--- config.mk ---
export PLATFORM = sky130hd
export DESIGN_NAME = sfp_link_supervisor
export DESIGN_NICKNAME = d
export VERILOG_FILES = /design/src/rtl/sfp_link_pkg.sv /design/src/rtl/sync_2ff.sv /design/src/rtl/sfp_link_supervisor.sv
export SDC_FILE = /design/constraint.sdc
export NUM_CORES = 1
export LEC_CHECK = 0
export ABC_CLOCK_PERIOD_IN_PS = 4760
export CORE_UTILIZATION = 50
export CTS_CLUSTER_DIAMETER = 150
export DETAILED_ROUTE_END_ITERATION = 16
export PLACE_DENSITY = 0.74
export SLEW_MARGIN = 20
export SYNTH_ARGS = -nofsm -noshare
export SYNTH_HDL_FRONTEND = slang
export SYNTH_SLANG_ARGS = --single-unit
--- constraint.sdc ---
create_clock -name clk -period 4.76 [get_ports clk]
set_input_delay 1.19 -clock clk [delete_from_list [all_inputs] [get_ports clk]]
set_output_delay 1.19 -clock clk [all_outputs]
set_load 0.02 [all_outputs]
--- src/rtl/sfp_link_pkg.sv ---
// sfp_link_pkg: shared widths and FSM encoding for the SFP link supervisor
package sfp_link_pkg;
  localparam int STATE_W = 3;
  localparam int RETRY_W = 4;
  typedef enum logic [STATE_W-1:0] {
    DISABLED   = 3'd0,
    RESET      = 3'd1,
    WAIT_READY = 3'd2,
    WAIT_SYNC  = 3'd3,
    LINK_UP    = 3'd4,
    FAULT      = 3'd5
  } state_e;
endpackage

--- src/rtl/sync_2ff.sv ---
// sync_2ff: two-flop synchronizer for a single asynchronous pin
module sync_2ff #(
  parameter logic RST_VAL = 1'b0
) (
  input  logic clk,
  input  logic reset,
  input  logic d,
  output logic q
);
  logic meta;
  always_ff @(posedge clk or posedge reset)
    if (reset) {q, meta} <= {2{RST_VAL}};
    else {q, meta} <= {meta, d};
endmodule

--- src/rtl/sfp_link_supervisor.sv ---
// sfp_link_supervisor: SFP bring-up, loss-of-link recovery and retry-bounded fault sequencer
module sfp_link_supervisor
  import sfp_link_pkg::*;
#(
  parameter int unsigned HOLD_CYCLES  = 16,
  parameter int unsigned LOCK_TIMEOUT = 125000,
  parameter int unsigned LOS_FILTER   = 16,
  parameter int unsigned MAX_RETRIES  = 7
) (
  input  logic               clk,
  input  logic               reset,
  input  logic               sfp_mod_abs,
  input  logic               sfp_los,
  input  logic               tx_ready,
  input  logic               rx_ready,
  input  logic               rx_is_lockedtodata,
  input  logic               pcs_sync,
  input  logic               manual_restart,
  output logic               phy_reset,
  output logic               sfp_tx_disable,
  output logic               link_up,
  output logic               fault,
  output logic [RETRY_W-1:0] retry_count,
  output logic [STATE_W-1:0] state
);
  localparam logic [RETRY_W-1:0] MAX_R = RETRY_W'(MAX_RETRIES);
  logic mod_abs_s, los_s, fail, bad;
  state_e st, st_n;
  logic [31:0] tmr, tmr_n, los_cnt, los_cnt_n;
  logic [RETRY_W-1:0] retry_n;
  sync_2ff #(.RST_VAL(1'b1)) u_mod_abs (.clk(clk), .reset(reset), .d(sfp_mod_abs), .q(mod_abs_s));
  sync_2ff #(.RST_VAL(1'b1)) u_los (.clk(clk), .reset(reset), .d(sfp_los), .q(los_s));
  assign state = st;
  always_comb begin
    st_n = st;
    retry_n = retry_count;
    fail = 1'b0;
    los_cnt_n = '0;
    bad = los_s | ~rx_is_lockedtodata | ~pcs_sync | ~rx_ready;
    case (st)
      DISABLED:   st_n = RESET;
      RESET:      st_n = (tmr == '0) ? WAIT_READY : RESET;
      WAIT_READY: if (tx_ready & rx_ready) st_n = WAIT_SYNC; else fail = (tmr == '0);
      WAIT_SYNC:  if (pcs_sync & rx_ready) st_n = LINK_UP; else fail = ~rx_ready | (tmr == '0);
      LINK_UP: begin
        los_cnt_n = bad ? los_cnt + 1 : '0;
        st_n = (los_cnt_n == 32'(LOS_FILTER)) ? RESET : LINK_UP;
      end
      FAULT:      st_n = FAULT;
      default:    st_n = DISABLED;
    endcase
    if (fail) begin
      st_n = (retry_count == MAX_R) ? FAULT : RESET;
      retry_n = (retry_count == MAX_R) ? retry_count : retry_count + 1'b1;
    end
    if (st_n == LINK_UP && st != LINK_UP) retry_n = '0;
    if (manual_restart) begin
      st_n = RESET;
      retry_n = '0;
    end
    if (mod_abs_s) begin
      st_n = DISABLED;
      retry_n = '0;
    end
    // every entry (including a restart while already in RESET) reloads the timer
    tmr_n = (st_n != st || manual_restart) ?
            ((st_n == RESET) ? 32'(HOLD_CYCLES - 1) :
             (st_n == WAIT_READY || st_n == WAIT_SYNC) ? 32'(LOCK_TIMEOUT - 1) : '0) :
            ((tmr != '0) ? tmr - 1 : '0);
  end
  always_ff @(posedge clk or posedge reset)
    if (reset) begin
      st <= DISABLED;
      tmr <= '0;
      los_cnt <= '0;
      retry_count <= '0;
      phy_reset <= 1'b1;
      sfp_tx_disable <= 1'b1;
      link_up <= 1'b0;
      fault <= 1'b0;
    end else begin
      st <= st_n;
      tmr <= tmr_n;
      los_cnt <= (st_n == LINK_UP) ? los_cnt_n : '0;
      retry_count <= retry_n;
      phy_reset <= (st_n == DISABLED) | (st_n == RESET) | (st_n == FAULT);
      sfp_tx_disable <= (st_n == DISABLED) | (st_n == FAULT);
      link_up <= (st_n == LINK_UP);
      fault <= (st_n == FAULT);
    end
endmodule

==> impl_summary.txt, run 1 <==
----------------------------------------------------
[Setup path]
  Worst-path cell chain ... clkdlybuf4s50_1, nand4b_1, nand2b_1, mux2i_1, a2111oi_0, nand4_2, nor4_1, o41a_1, or3_1, buf_4, o21ai_0
  R2R setup slack ... 0.76 ns
  Max incr delay on CP ... 0.56 ns
  Crit path required time ... 4.97 ns
  Number of cells traversed by the worst register-to-register path ... 11
  Type of element capturing the critical path ... flip-flop
  Critical path buffers and inverters ... 2
  RR Endpoint ... tmr[11]
  Critical path depth in cells ... 11
  Capturing instance or port of the critical path ... tmr[11]
  Kind of launch point of the worst setup path ... input pin
  Kind of cell adding the most delay to the critical path ... simple AND/OR/NAND/NOR gates
  Peak fanout along the critical path ... 32
  Critical path type ... in2reg
  CP max-delay cell ... sky130_fd_sc_hd__clkdlybuf4s50_1
  Worst setup startpoint ... pcs_sync
  Worst flop-to-flop path startpoint ... los_cnt[0]
  Arrival time at the worst endpoint ... 4.32 ns

[Yosys]
  Average footprint of a synthesized cell ... 9.258 um^2
  Largest cells by area after synthesis ... sky130_fd_sc_hd__dfrtp_1 41%, sky130_fd_sc_hd__xnor2_1 7.4%, sky130_fd_sc_hd__nor2_1 7.1%, sky130_fd_sc_hd__xor2_1 4.3%, sky130_fd_sc_hd__dfstp_2 3.5%
  Count of flip-flops with a built-in enable after synthesis ... 0
  Count of different cell masters after synthesis ... 60
  Post-synth design cell area ... 0.004499 mm^2
  Most common flop cell mapped by yosys ... sky130_fd_sc_hd__dfrtp_1
  Warning count from the yosys run ... 0
  Share of the synthesized area in the top cell type ... 40.60%
  Cell count after synthesis ... 486
  Synthesized netlist net count ... 498
  Cell type with the largest total area after synthesis ... sky130_fd_sc_hd__dfrtp_1
  Share of async-settable or async-resettable flops after synthesis ... 100.0%
  Number of flip-flops and latches in the synthesized netlist ... 79
  Sequential element share of the synthesized area ... 44.10%

[Layout]
  Post-Layout Cell Count ... 616
  Fill cells ... 783
  Layout Area Growth over Synthesis ... 10.32%
  NumNets Final ... 515
  Number of antenna cells inserted ... 0
  Post-layout util ... 56.92%
  Layout cells sized above 1 ... 9.646%

[Place]
  Routability congestion estimate from global placement ... 0.8446
  Number of buffers added on ports ... 19
  Detail Placement HPWL ... 6717 um
  Number of cells after detailed placement ... 600
  Placement-stage worst setup slack ... 0.2291 ns

[Drt]
  Wire length after detailed routing ... 9536 um
  Detail-routed net length per standard cell ... 15.48 um
  DRC violation total after the first TritonRoute iteration ... 168
  Detail Route Antenna Nets ... 0
  Drt first pass iters ... 4
  DRC Markers ... 0
  Via density per instance ... 5.847
  Routed via count ... 3,602

[Timing]
  RSZ-0062 raised after global routing ... no
  Pins Over Slew Limit ... 0
  Setup skew after layout ... 0.008199 ns
  Final setup violation count ... 0
  Endpoints failing hold ... 0
  Min setup slack post-route ... 0.6454 ns
  Worst Tran Pin Value ... 0.8790 ns
  Peak Freq ... 243.0 MHz
  Final worst path period need ... 4.115 ns
  Slew HR ... 40.86%
  Crit share post-route ... 86.44%
  Total negative slack ... 0 ns

[Die]
  Die boundary width ... 96.86 um
  IO Count ... 20
  Die extent in y ... 96.86 um
  Num rows ... 34
  Core ar. ... 0.008721 mm^2
  Floorplan die area ... 0.009382 mm^2
  Starting utilization of the core area ... 51.59%

[GRT]
  Total routing resource utilization after global routing ... 21.71%
  Pin count of the biggest net entering global routing ... 52
  Wire length of the first global-routing pass ... 16,640 um
  Number of antenna violations at the first check in global routing ... 0
  Via count of the first global-routing pass ... 3,652
  Global route overflow ... 0

[CTS]
  Clock tree from TritonCTS ... built
  Number of gates given a new drive strength after cts ... 0
  H-tree levels ... 3
  Cell chosen for the clock root ... sky130_fd_sc_hd__clkbuf_8
  Bufs on Longest Clock Path ... 2
  CTS Sinks ... 79
  Number of buffers inserted during clock tree synthesis ... 9
  Clock latency reported for the late side of the worst-skew pair ... 0.36 ns
  Setup bufs post-CTS ... 0
  CTS clock-pin slew for the worst setup and hold paths ... 0.09 ns
  Post-CTS Hold Fix Bufs ... 0

[Pwr]
  Combinational cell fraction of total power ... 16.9%
  Portion of total power attributed to the clock network ... 34.3%
  Power density of the placed cells ... 303.5 mW/mm^2
  Maximum vdd drop ... 0.2340 mV
  Sequential group share of total power ... 48.8%
  Int Pwr ... 1.058 mW
  Switch Pwr ... 0.4487 mW
  Static leakage ... 2.004 nW
  Switching share of power ... 29.79%

[Worst hold path]
  Type of the worst min-delay path ... reg2reg

[Run status]
  Outcome ... completed

[Run]
  Max cap viols ... 0

----------------------------------------------------
## logic make-up (layout without fill, tap and decap cells)
kind of cell / after synthesis / in the layout / share of synthesized area [%]
compound gates: 63 / 63 / 10.26
xor+xnor: 60 / 60 / 11.68
fa+ha+maj: 3 / 3 / 0.8343
buf+inv: 35 / 57 / 3.921
flops: 79 / 79 / 44.10
mux: 3 / 3 / 0.6952
simple gates: 243 / 243 / 28.50
## layout make-up
type                    instances  area, um^2  share of cell area, %
multi-input cells             372        2338                  47.11
inverters                      15       57.56                  1.160
repair buffers                 26       242.7                  4.890
flip-flops and latches         79        1984                  39.98
clock buffers                   9       123.9                  2.496
well taps                     108       135.1                  2.722
clock inverters                 7       81.33                  1.639
## through the flow
| step | power, mW | cell area, um^2 | hold slack (ns) |
|---|---|---|---|
| 3_5_place_dp | 1.002 | 4758 | 0.3490 |
| 3_3_place_gp | 0.9907 | 4758 | 0.3463 |
| 2_1_floorplan | 0.9473 | 4499 | 0.3452 |
| 6_report | 1.506 | 4964 | 0.3601 |
| 4_1_cts | 1.521 | 4964 | 0.3608 |
| 5_1_grt | 1.581 | 4964 | 0.3623 |
## worst min-delay path by stage
| stage | from | to | slack, ns | cells past startpoint |
|---|---|---|---|---|
| final | u_mod_abs.meta | u_mod_abs.q | 0.36 | 0 |
| after global routing | u_mod_abs.meta | u_mod_abs.q | 0.36 | 0 |
| after CTS | u_mod_abs.meta | u_mod_abs.q | 0.36 | 0 |
| after detailed placement | u_mod_abs.meta | u_mod_abs.q | 0.35 | 0 |
| after global placement | u_mod_abs.meta | u_mod_abs.q | 0.35 | 0 |
| after floorplan | u_los.meta | u_los.q | 0.35 | 0 |
## state kept, by name (all words and copies together) (netlist names)
signal          flops
u_mod_abs.q         1
u_mod_abs.meta      1
retry_count         4
link_up             1
u_los.meta          1
tmr                32
state               3
los_cnt            32
phy_reset           1
fault               1
u_los.q             1
sfp_tx_disable      1
## cell usage in the layout (no fill, tap or decap), types with 6 or more instances in the layout
master	Yosys	layout
sky130_fd_sc_hd__nor4_1	18	18
sky130_fd_sc_hd__xnor2_1	38	38
sky130_fd_sc_hd__nor2_1	85	85
sky130_fd_sc_hd__and4_1	7	7
sky130_fd_sc_hd__dfrtp_1	73	73
sky130_fd_sc_hd__clkbuf_8	0	9
sky130_fd_sc_hd__nand2_1	32	32
sky130_fd_sc_hd__and3_1	6	6
sky130_fd_sc_hd__nand4_1	15	15
sky130_fd_sc_hd__nand3_1	16	16
sky130_fd_sc_hd__o21ai_0	13	13
sky130_fd_sc_hd__xor2_1	22	22
sky130_fd_sc_hd__nand2b_1	8	8
sky130_fd_sc_hd__inv_1	15	14
sky130_fd_sc_hd__nor3_1	14	14
sky130_fd_sc_hd__clkdlybuf4s50_1	0	19
sky130_fd_sc_hd__or3_1	11	11
sky130_fd_sc_hd__dfstp_2	6	6
sky130_fd_sc_hd__buf_4	4	7
## power by group through the flow
stage	sequential, mW	combinational (mW)	clock [mW]
final	0.736	0.255	0.516
after global routing	0.741	0.288	0.552
after CTS	0.735	0.257	0.529
after detailed placement	0.748	0.254	0
after global placement	0.746	0.245	0
after floorplan	0.742	0.206	0
## cells in the mapped netlist (all sizes together) (3+ instances only)
cell type / n
nor2: 85
dfrtp: 73
xnor2: 38
nand2: 32
xor2: 22
nor4: 19
o21ai: 18
nand3: 17
nand4: 17
inv: 15
nor3: 14
buf: 12
or3: 11
clkbuf: 8
nand2b: 8
and4: 7
a21oi: 6
and3: 6
dfstp: 6
or4: 6
a31oi: 5
and2: 5
nor2b: 4
o21a: 4
o21ba: 4
o31ai: 4
ha: 3
nor3b: 3
o21bai: 3
## layer usage
| layer | vias up | wire (um) | global-route usage [%] | share of wire (%) |
|---|---|---|---|---|
| li1 | 1750 | - | - | - |
| met1 | 1749 | 4250 | 26.94 | 45 |
| met2 | 84 | 4701 | 37.32 | 49 |
| met3 | 19 | 377 | 3.540 | 4.0 |
| met4 | 0 | 206 | 9.300 | 2.2 |
| met5 | - | 0 | 0 | 0 |
Power figures use the tool's default switching activity.
==> run 2: changes to the inputs <==
--- a/config.mk
+++ b/config.mk
@@ -9,6 +9,7 @@
 export CORE_UTILIZATION = 50
 export CTS_CLUSTER_DIAMETER = 150
 export DETAILED_ROUTE_END_ITERATION = 16
+export MAX_ROUTING_LAYER = met4
 export PLACE_DENSITY = 0.74
 export SLEW_MARGIN = 20
 export SYNTH_ARGS = -nofsm -noshare
==> impl_summary.txt, run 2 (synthesis gave the netlist of run 1 again) <==
----------------------------------------------------
[Run status]
  Outcome ... completed (unchanged)

[Die]
  Floorplan die area ... 0.009382 mm^2 (unchanged)
  Core ar. ... 0.008721 mm^2 (unchanged)
  Starting utilization of the core area ... 51.59% (unchanged)
  Die extent in y ... 96.86 um (unchanged)
  Die boundary width ... 96.86 um (unchanged)
  IO Count ... 20 (unchanged)
  Num rows ... 34 (unchanged)

[Drt]
  Drt first pass iters ... 4 (unchanged)
  Routed via count ... 3,583 (was 3,602)
  Wire length after detailed routing ... 9525 um (was 9536 um)
  Detail Route Antenna Nets ... 0 (unchanged)
  Via density per instance ... 5.817 (was 5.847)
  DRC violation total after the first TritonRoute iteration ... 184 (was 168)
  DRC Markers ... 0 (unchanged)
  Detail-routed net length per standard cell ... 15.46 um (was 15.48 um)

[Timing]
  Setup skew after layout ... 0.008368 ns (was 0.008199 ns)
  Worst Tran Pin Value ... 0.8857 ns (was 0.8790 ns)
  Pins Over Slew Limit ... 0 (unchanged)
  RSZ-0062 raised after global routing ... no (unchanged)
  Final setup violation count ... 0 (unchanged)
  Peak Freq ... 243.4 MHz (was 243.0 MHz)
  Crit share post-route ... 86.31% (was 86.44%)
  Total negative slack ... 0 ns (unchanged)
  Endpoints failing hold ... 0 (unchanged)
  Slew HR ... 40.95% (was 40.86%)
  Final worst path period need ... 4.109 ns (was 4.115 ns)
  WHS ... 0.3599 ns (was 0.3601 ns)
  Min setup slack post-route ... 0.6514 ns (was 0.6454 ns)

[Layout]
  Number of antenna cells inserted ... 0 (unchanged)
  Layout Area Growth over Synthesis ... 10.32% (unchanged)
  Highest-count cells in the layout ignoring fill and taps ... 85 x sky130_fd_sc_hd__nor2_1, 73 x sky130_fd_sc_hd__dfrtp_1, 38 x sky130_fd_sc_hd__xnor2_1 (unchanged)
  Post-Layout Cell Count ... 616 (unchanged)
  Layout cells sized above 1 ... 9.646% (unchanged)
  Most frequent standard cell in the layout excluding fill and tap cells ... sky130_fd_sc_hd__nor2_1 (unchanged)
  NumNets Final ... 515 (unchanged)
  Largest registers ranked by flip-flop count ... los_cnt (32), tmr (32), retry_count (4) (unchanged)

[Place]
  Number of buffers added on ports ... 19 (unchanged)
  Routability congestion estimate from global placement ... 0.8579 (was 0.8446)
  Detail Placement HPWL ... 6717 um (unchanged)
  Number of cells after detailed placement ... 600 (unchanged)
  Placement-stage worst setup slack ... 0.2291 ns (unchanged)

[CTS]
  Clock latency reported for the late side of the worst-skew pair ... 0.36 ns (about the same)
  H-tree levels ... 3 (unchanged)
  CTS Sinks ... 79 (unchanged)
  Number of buffers inserted during clock tree synthesis ... 9 (unchanged)
  Bufs on Longest Clock Path ... 2 (unchanged)
  Number of gates given a new drive strength after cts ... 0 (unchanged)
  CTS clock-pin slew for the worst setup and hold paths ... 0.09 ns (about the same)
  Clock tree from TritonCTS ... built (unchanged)
  Post-CTS Hold Fix Bufs ... 0 (unchanged)
  Setup bufs post-CTS ... 0 (unchanged)
  Cell chosen for the clock root ... sky130_fd_sc_hd__clkbuf_8 (unchanged)

[Setup path]
  CP max-delay cell ... sky130_fd_sc_hd__clkdlybuf4s50_1 (unchanged)
  Max incr delay on CP ... 0.56 ns (about the same)
  Critical path buffers and inverters ... 2 (unchanged)
  Critical path type ... in2reg (unchanged)
  Worst-path cell chain ... clkdlybuf4s50_1, nand4b_1, nand2b_1, mux2i_1, a2111oi_0, nand4_2, nor4_1, o41a_1, or3_1, buf_4, o21ai_0 (unchanged)
  Kind of cell adding the most delay to the critical path ... simple AND/OR/NAND/NOR gates (unchanged)
  Peak fanout along the critical path ... 32 (unchanged)
  Arrival time at the worst endpoint ... 4.32 ns (about the same)
  Type of element capturing the critical path ... flip-flop (unchanged)
  Crit path required time ... 4.97 ns (about the same)
  Kind of launch point of the worst setup path ... input pin (unchanged)

[GRT]
  Global route overflow ... 0 (unchanged)
  Wire length of the first global-routing pass ... 16,620 um (was 16,640 um)
  Via count of the first global-routing pass ... 3,651 (was 3,652)
  Total routing resource utilization after global routing ... 22.33% (was 21.71%)
  Number of antenna violations at the first check in global routing ... 0 (unchanged)
  Pin count of the biggest net entering global routing ... 52 (unchanged)

[Run]
  Max cap viols ... 0 (unchanged)

[Pwr]
  Total power of the final layout ... 1.507 mW (was 1.506 mW)
  Maximum vdd drop ... 0.2342 mV (was 0.2340 mV)
  Static leakage ... 2.004 nW (unchanged)
  Power density of the placed cells ... 303.6 mW/mm^2 (was 303.5 mW/mm^2)

[Worst hold path]
  Type of the worst min-delay path ... reg2reg (unchanged)

----------------------------------------------------
## run 2: worst paths after layout
kind | startpoint | end | slack (ns) | depth (start not counted)
hold / removal | u_mod_abs.meta | u_mod_abs.q | 0.36 | 0
min in group asynchronous | reset | los_cnt[5] | 1.30 | 2
hold reg to reg | u_mod_abs.meta | u_mod_abs.q | 0.36 | 0
setup / recovery | pcs_sync | tmr[6] | 0.65 | 11
setup reg to reg | los_cnt[0] | tmr[6] | 0.75 | 11
max in group asynchronous | reset | u_mod_abs.q | 2.53 | 3
## run 2: area by class of cell
type | count | area [um^2]
fillers | 783 | 3757
repair buffers | 26 | 242.7
clock inverters | 7 | 81.33
well taps | 108 | 135.1
inverters | 15 | 57.56
multi-input cells | 372 | 2338
flip-flops and latches | 79 | 1984
clock buffers | 9 | 123.9
## run 2: per-layer routing
metal / up-vias / GRT usage [%] / part of all wire (%)
met3: 14 / 3.829 / 3.1
met2: 61 / 37.32 / 49
li1: 1748 / - / -
met1: 1760 / 26.98 / 46
met4: 0 / 8.611 / 1.7
met5: - / - / 0
## run 2: where the power goes
| group | internal, mW | switching (mW) | total (mW) |
|---|---|---|---|
| sequential | 0.703 | 0.0329 | 0.735 |
| clock | 0.247 | 0.269 | 0.517 |
| combinational | 0.108 | 0.147 | 0.255 |
## run 2: worst reg2reg max path, delay by kind of cell, from the launching register on
kind            cells  cell delay, ns
flops               1            0.46
fa+ha+maj           1            0.33
buf+inv             1            0.32
simple gates        4            1.51
compound gates      5            1.25
## run 2: per-stage QoR
step	utilization [%]	cell area, um^2
floorplan	-	4499
global placement	54.56	4758
detailed placement	54.56	4758
CTS	56.92	4964
global route	56.92	4964
finish	56.92	4964
==> run 3: changes to the inputs <==
--- a/config.mk
+++ b/config.mk
@@ -11,6 +11,7 @@
 export DETAILED_ROUTE_END_ITERATION = 16
 export MAX_ROUTING_LAYER = met4
 export PLACE_DENSITY = 0.74
+export SETUP_SLACK_MARGIN = 0.1
 export SLEW_MARGIN = 20
 export SYNTH_ARGS = -nofsm -noshare
 export SYNTH_HDL_FRONTEND = slang
==> results of run 3 <==
Final layout, timing and power as in run 2 (identical DEF).
